## src/rtl/alu_muldiv_sequencer.sv

```systemverilog
// alu_muldiv_sequencer: sequences the shared 32-bit ALU for MIPS MULTU/DIVU, one step per cycle, owning HI/LO.
// Ports: clk, reset (async, active-high); in_start_1/in_op_2/in_rs_32/in_rt_32 start request;
//   in_ALUResult_32 from the ALU; o_ALUOperation_4/o_A_32/o_B_32/o_shamt_5 drive the ALU;
//   o_busy_1 iteration in progress, o_done_1 completion pulse, o_HI_32/o_LO_32 result registers.
// Build option: define MULDIV_DIV_EN to include DIVU; otherwise only MULTU is accepted.
module alu_muldiv_sequencer (
  input  logic        clk,
  input  logic        reset,
  input  logic        in_start_1,
  input  logic [1:0]  in_op_2,
  input  logic [31:0] in_rs_32,
  input  logic [31:0] in_rt_32,
  input  logic [31:0] in_ALUResult_32,
  output logic [3:0]  o_ALUOperation_4,
  output logic [31:0] o_A_32,
  output logic [31:0] o_B_32,
  output logic [4:0]  o_shamt_5,
  output logic        o_busy_1,
  output logic        o_done_1,
  output logic [31:0] o_HI_32,
  output logic [31:0] o_LO_32
);
  typedef enum logic [1:0] {IDLE, MUL, DIV, DONE} state_t;
  localparam logic [3:0] ALU_ADD = 4'b0011;
  localparam logic [3:0] ALU_SUB = 4'b0100;
  state_t state_q, state_d;
  logic [4:0] cnt_q, cnt_d;
  logic [31:0] m_q, m_d, hi_q, hi_d, lo_q, lo_d;
  logic busy_q, busy_d, done_q, done_d;
  logic is_div_op, accept, carry;
`ifdef MULDIV_DIV_EN
  logic [32:0] r33;
  logic ge;
  assign is_div_op = in_op_2 == 2'b01;
  assign r33 = {hi_q, lo_q[31]};
  assign ge = r33 >= {1'b0, m_q};
`else
  assign is_div_op = 1'b0;
`endif
  assign accept = in_start_1 && (state_q == IDLE || state_q == DONE) && (in_op_2 == 2'b00 || is_div_op);
  // ADD wrapped around iff the sum is smaller than an operand
  assign carry = in_ALUResult_32 < hi_q;
  always_comb begin
    state_d = state_q;
    cnt_d = cnt_q;
    m_d = m_q;
    hi_d = hi_q;
    lo_d = lo_q;
    o_ALUOperation_4 = 4'b0000;
    o_A_32 = '0;
    o_B_32 = '0;
    if (accept) begin
      state_d = is_div_op ? DIV : MUL;
      cnt_d = '0;
      m_d = in_rt_32;
      hi_d = '0;
      lo_d = in_rs_32;
    end else if (state_q == MUL) begin
      o_ALUOperation_4 = ALU_ADD;
      o_A_32 = hi_q;
      o_B_32 = m_q;
      {hi_d, lo_d} = lo_q[0] ? {carry, in_ALUResult_32, lo_q[31:1]} : {1'b0, hi_q, lo_q[31:1]};
      cnt_d = cnt_q + 5'd1;
      state_d = &cnt_q ? DONE : MUL;
`ifdef MULDIV_DIV_EN
    end else if (state_q == DIV) begin
      o_ALUOperation_4 = ALU_SUB;
      o_A_32 = r33[31:0];
      o_B_32 = m_q;
      hi_d = ge ? in_ALUResult_32 : r33[31:0];
      lo_d = {lo_q[30:0], ge};
      cnt_d = cnt_q + 5'd1;
      state_d = &cnt_q ? DONE : DIV;
`endif
    end else if (state_q == DONE) begin
      state_d = IDLE;
    end
    busy_d = state_d == MUL || state_d == DIV;
    done_d = state_d == DONE;
  end
  always_ff @(posedge clk or posedge reset) begin
    if (reset) begin
      state_q <= IDLE;
      cnt_q <= '0;
      m_q <= '0;
      hi_q <= '0;
      lo_q <= '0;
      busy_q <= 1'b0;
      done_q <= 1'b0;
    end else begin
      state_q <= state_d;
      cnt_q <= cnt_d;
      m_q <= m_d;
      hi_q <= hi_d;
      lo_q <= lo_d;
      busy_q <= busy_d;
      done_q <= done_d;
    end
  end
  assign o_shamt_5 = '0;
  assign o_busy_1 = busy_q;
  assign o_done_1 = done_q;
  assign o_HI_32 = hi_q;
  assign o_LO_32 = lo_q;
endmodule

```

## config.mk

```make
export PLATFORM = sky130hd
export DESIGN_NAME = alu_muldiv_sequencer
export DESIGN_NICKNAME = d
export VERILOG_FILES = /design/src/rtl/alu_muldiv_sequencer.sv
export SDC_FILE = /design/constraint.sdc
export NUM_CORES = 1
export LEC_CHECK = 0
export CORE_UTILIZATION = 40
export CTS_CLUSTER_SIZE = 30
export DETAILED_ROUTE_END_ITERATION = 10
export PLACE_DENSITY = 0.84
export SLEW_MARGIN = 0
export SYNTH_ARGS = -nofsm -noshare
export SYNTH_HDL_FRONTEND = slang
export SYNTH_SLANG_ARGS = --single-unit
```

## constraint.sdc

```tcl
create_clock -name clk -period 3.6 [get_ports clk]
set_input_delay 0.72 -clock clk [delete_from_list [all_inputs] [get_ports clk]]
set_output_delay 0.72 -clock clk [all_outputs]
set_load 0.02 [all_outputs]
```

; ---- Yosys cells after proc, flatten, opt, wreduce, memory -nomap -nowiden
; Cells that the tools add are included.
; Widths: inputs -> output; s select.
[totals]
output_inout_bits = 139
ff_bits = 105
wordCells = 39
[op_classes]
mux = 17
add_sub_neg = 1
order_cmp = 1
eq_ne = 5
reduce_logical = 8
[ops]
columns = cell, n
row1 = $mux 32, 8
row2 = $mux 64, 1
row3 = $lt 32x32->1, 1
row4 = $mux 2, 5
row5 = $mux 5, 2
row6 = $eq 2x2->1 const B, 3
row7 = $add 5x1->5 const B, 1
row8 = $reduce_and 5->1, 1
row9 = $eq 2x1->1 const B, 2
row10 = $logic_not 2->1, 2
row11 = $mux 4, 1
row12 = $logic_and 1x1->1, 2
row13 = $logic_or 1x1->1, 2
row14 = $reduce_bool 2->1, 1

; ---- Longest topological paths before layout
[depth]
word_depth = 7
ltp_mapped = 8
ltp_nobuf = 7

; ---- Least setup slack after synthesis
; Ideal clock, no wire load.
[synth_timing]
kind = reg2out
from = register state_q[1]
to = output o_A_32[0]
stages_incl_launch_ff = 7
arrival_time_ns = 1.602
n_path_buf = 3
setup_slack_ns = 1.278
cell_sequence = dfrtp_1 -> inv_1 -> ha_1 -> buf_2 -> buf_2 -> clkbuf_1 -> and3_1
[synth_between]
elab_chain_cells = 5
[synth_rtl]
columns = item, line_no
row1 = from (decl), 26  ; state_t state_q, state_d;
row2 = from (signal assigned), 91  ; state_q <= state_d;
row3 = $eq 2x2->1 or $logic_not 2->1 (tied branches), 40  ; assign accept = in_start_1 && (state_q == IDLE || state_q == DONE) && (in_op_2 == 2'b00 || is_div_op);
row4 = $logic_or 1x1->1, 40
row5 = $logic_and 1x1->1 (2 in a row), 40
row6 = $mux 32 *, 52  ; if (accept) begin
row7 = to (decl), 15  ; output logic [31:0] o_A_32,
; Mark *: on every way between the ends. The rest lies on a longest branch, timed or not.

; ---- Worst setup path in the final report
[layout_timing]
from = input in_op_2[1]
to = output o_B_32[12]
[layout_between]
elab_chain_cells = 3
[layout_rtl]
columns = item, line_no
row1 = from (decl), 10  ; input logic [1:0] in_op_2,
row2 = $logic_not 2->1, 40
row3 = $logic_and 1x1->1, 40
row4 = $mux 32, 52
row5 = to (decl), 16  ; output logic [31:0] o_B_32,
; Every way passes these cells.

==> impl_metrics.json <==
{
  "nets": 993,
  "dieHeight_um": 123.8,
  "drive_gt1_frac": 0.03833,
  "cts_hold_buffers": 0,
  "ys_ff_latch": 105,
  "start_util": 0.4097,
  "power.leakage_nw": 4.220,
  "cp.required_ns": 2.88,
  "cts_resized": 0,
  "critPathCaptureType": "output port",
  "synth_fa_ha_area_frac": 0.07593,
  "drv_slew": 0,
  "synth_top_family_by_area": "simple AND/OR/NAND/NOR gates",
  "fillCellCount": 1277,
  "ys_warn_count": 0,
  "total_power_mw": 2.369,
  "postRouteAntennaNets": 0,
  "grt_pass1_vias": 4948,
  "holdPathStages": 2,
  "regToRegSetupSlack_ns": 1.33,
  "synth_cell_types": 35,
  "numCtsBuffers": 9,
  "hp-class": "flop to flop",
  "critPathArrivalTime_ns": 2.54,
  "relSlewSlack": 0.5207,
  "synth-seq-area-share": 0.4429,
  "port_buffers": 232,
  "regToRegStartpoint": "state_q[1]$_DFF_PP0_",
  "whs_endpoint": "m_q[6]$_DFFE_PP0P_",
  "die_x_um": 123.8,
  "synth_area_um2": 5932,
  "grt_pass1_wl_um": 24420,
  "drt_iter0_markers": 261,
  "wl_per_cell_um": 14.94,
  "skew_ns": 0.006559,
  "grt_antenna_before_repair": 0,
  "grt.total_usage": 0.2052,
  "vias": 5316,
  "diodes": 0,
  "clk_pin_slew_worst_paths_ns": 0.07,
  "syn_avg_cell_area_um2": 9.112,
  "io_pins": 240,
  "vias_per_cell": 5.087,
  "finalSetupTns_ns": 0,
  "dpl.hpwl_um": 11130,
  "fin_crit_ns": 3.259,
  "crit_type": "primary input to output port",
  "crit_fanout": 79,
  "cts_setup_buffers": 0,
  "outcome": "completed",
  "syn_to_final_growth_pct": 46.49,
  "gr-total-overflow": 0,
  "drcViolationCount": 0,
  "cap_violations": 0,
  "synth-xor-area-share": 0.004429,
  "max-clock-path-buffers": 2,
  "tightest_slew_ns": 0.7190,
  "muxShareOfSynthArea": 0.1114,
  "power.density_nw_per_um2": 272.6,
  "setup_viol": 0,
  "min-delay-start": "m_q[6]$_DFFE_PP0P_",
  "hold_violations": 0,
  "cts.sinks": 105,
  "finalCritPeriodShare": 0.9053,
  "root_buffer": "clkbuf_16",
  "drt-total-wl_um": 15620,
  "gp_congestion": 0.7875,
  "clock_latency_ns": 0.35,
  "synth_compound_area_frac": 0.09344,
  "ir_drop_mv": 0.1873,
  "cts_tree": "built",
  "ff2ff_path_depth": 6,
  "die-area_um2": 15320,
  "start_kind": "primary input",
  "num_rows": 44,
  "r2r-end": "o_busy_1$_DFF_PP0_",
  "core_um2": 14480,
  "max_freq_mhz": 306.8,
  "grt_max_degree": 82,
  "h-tree-depth": 3,
  "drt_pre_antenna_iters": 4,
  "rsz0062_at_grt": "no",
  "syn_inst": 651,
  "fin_util": 0.6002,
  "synth_simple_gate_area_frac": 0.2035
}
## flip-flops by register name (all words and copies together) (netlist names)
name	cells
cnt_q	5
o_done_1	1
m_q	32
o_HI_32	32
o_busy_1	1
o_LO_32	32
state_q	2
## layout make-up
type | count | area [um^2] | share of cell area
clock buffer | 12 | 246.5 | 0.02837
clock inverter | 4 | 51.30 | 0.005904
inverter | 34 | 130.1 | 0.01497
multi-input combinational | 461 | 2958 | 0.3404
sequential | 105 | 2629 | 0.3025
tap | 184 | 230.2 | 0.02649
timing repair buffer | 245 | 2445 | 0.2814
## worst max-delay path: stages
cell and delay (ns):
clkdlybuf4s50_1 0.51, nand4bb_4 0.18, buf_12 0.26, and3_1 0.21, clkdlybuf4s50_1 0.61
## worst max-delay path by stage
| stage | start | endpoint | slack, ns | depth (start not counted) |
|---|---|---|---|---|
| 2_1_floorplan | reset | cnt_q[0]$_DFFE_PP0P_ | 0.12 | 1 |
| 3_3_place_gp | in_op_2[1] | o_B_32[18] | 0.38 | 5 |
| 3_5_place_dp | in_op_2[0] | o_B_32[6] | 0.34 | 5 |
| 4_1_cts | in_op_2[0] | o_B_32[6] | 0.34 | 5 |
| 5_1_grt | in_op_2[1] | o_B_32[6] | 0.26 | 5 |
| 6_report | in_op_2[1] | o_B_32[12] | 0.34 | 5 |
## logic make-up after synthesis
logic type | count (synthesis)
other | 1
muxes | 66
AOI/OAI and AO/OA | 89
xor gates and xnor gates | 3
DFF | 105
buffers and inverters | 91
adders and majority gates | 36
and+or+nand+nor | 260
## layout by cell type (no fill, tap or decap), drive strengths merged, types with 2 or more instances in the layout
master and instances:
a211oi 33, a21oi 10, a221oi 2, and3 65, and4 3, buf 13
clkbuf 12, clkdlybuf4s50 232, conb 7, dfrtp 105, ha 36, inv 35
mux2i 66, nand2 138, nand2b 3, nand3 2, nand4 4, nor2 38
nor3 2, o21a 2, o21ai 37, xor2 2
## routing by layer
| metal | GRT usage | routed length [um] |
|---|---|---|
| met5 | 0 | 0 |
| met4 | 0.08584 | 343 |
| met3 | 0.05220 | 1166 |
| met2 | 0.3201 | 7180 |
| met1 | 0.2697 | 6926 |
## synthesized netlist by cell type
library cell  instances  share of area
nand2_1             138          0.087
dfrtp_1             105           0.44
mux2i_1              66           0.11
and3_1               65          0.069
nor2_1               38          0.024
o21ai_0              37          0.031
ha_1                 36          0.076
inv_1                34          0.022
a211oi_1             33          0.042
clkbuf_1             25          0.016
buf_2                21          0.018
a21oi_1              10         0.0084
buf_4                 9          0.011
nand4_1               4         0.0042
and4_1                3         0.0044
nand2b_1              3         0.0032
a221oi_1              2         0.0030
buf_1                 2         0.0013
nand3_1               2         0.0017
o21a_1                2         0.0025
xor2_1                2         0.0030
a2111oi_0             1         0.0015
a21o_1                1         0.0013
and4bb_1              1         0.0021
conb_1                1        0.00063
nand4b_1              1         0.0015
nand4bb_1             1         0.0019
nor3_1                1        0.00084
nor3_2                1         0.0017
nor4_1                1         0.0011
o2111ai_1             1         0.0015
o211ai_1              1         0.0013
o22ai_1               1         0.0011
or3_1                 1         0.0011
xnor2_1               1         0.0015
## power by group
part           switching [mW]  internal, mW  leakage [nW]
registers                   0          1.18          1.10
logic                  0.0673         0.115          2.98
clock network           0.447         0.561         0.143
## through the flow
step / std cells / instance area [um^2] / setup WS (ns) / hold slack, ns
detailed placement: 1029 / 8392 / 0.3398 / 0.4616
global placement: 1029 / 8392 / 0.3775 / 0.4542
CTS: 1045 / 8690 / 0.3421 / 0.4799
floorplan: 657 / 5954 / 0.1195 / 0.4379
global route: 1045 / 8690 / 0.2645 / 0.4965
finish: 1045 / 8690 / 0.3409 / 0.4740
(Power assumes the default switching activity.)
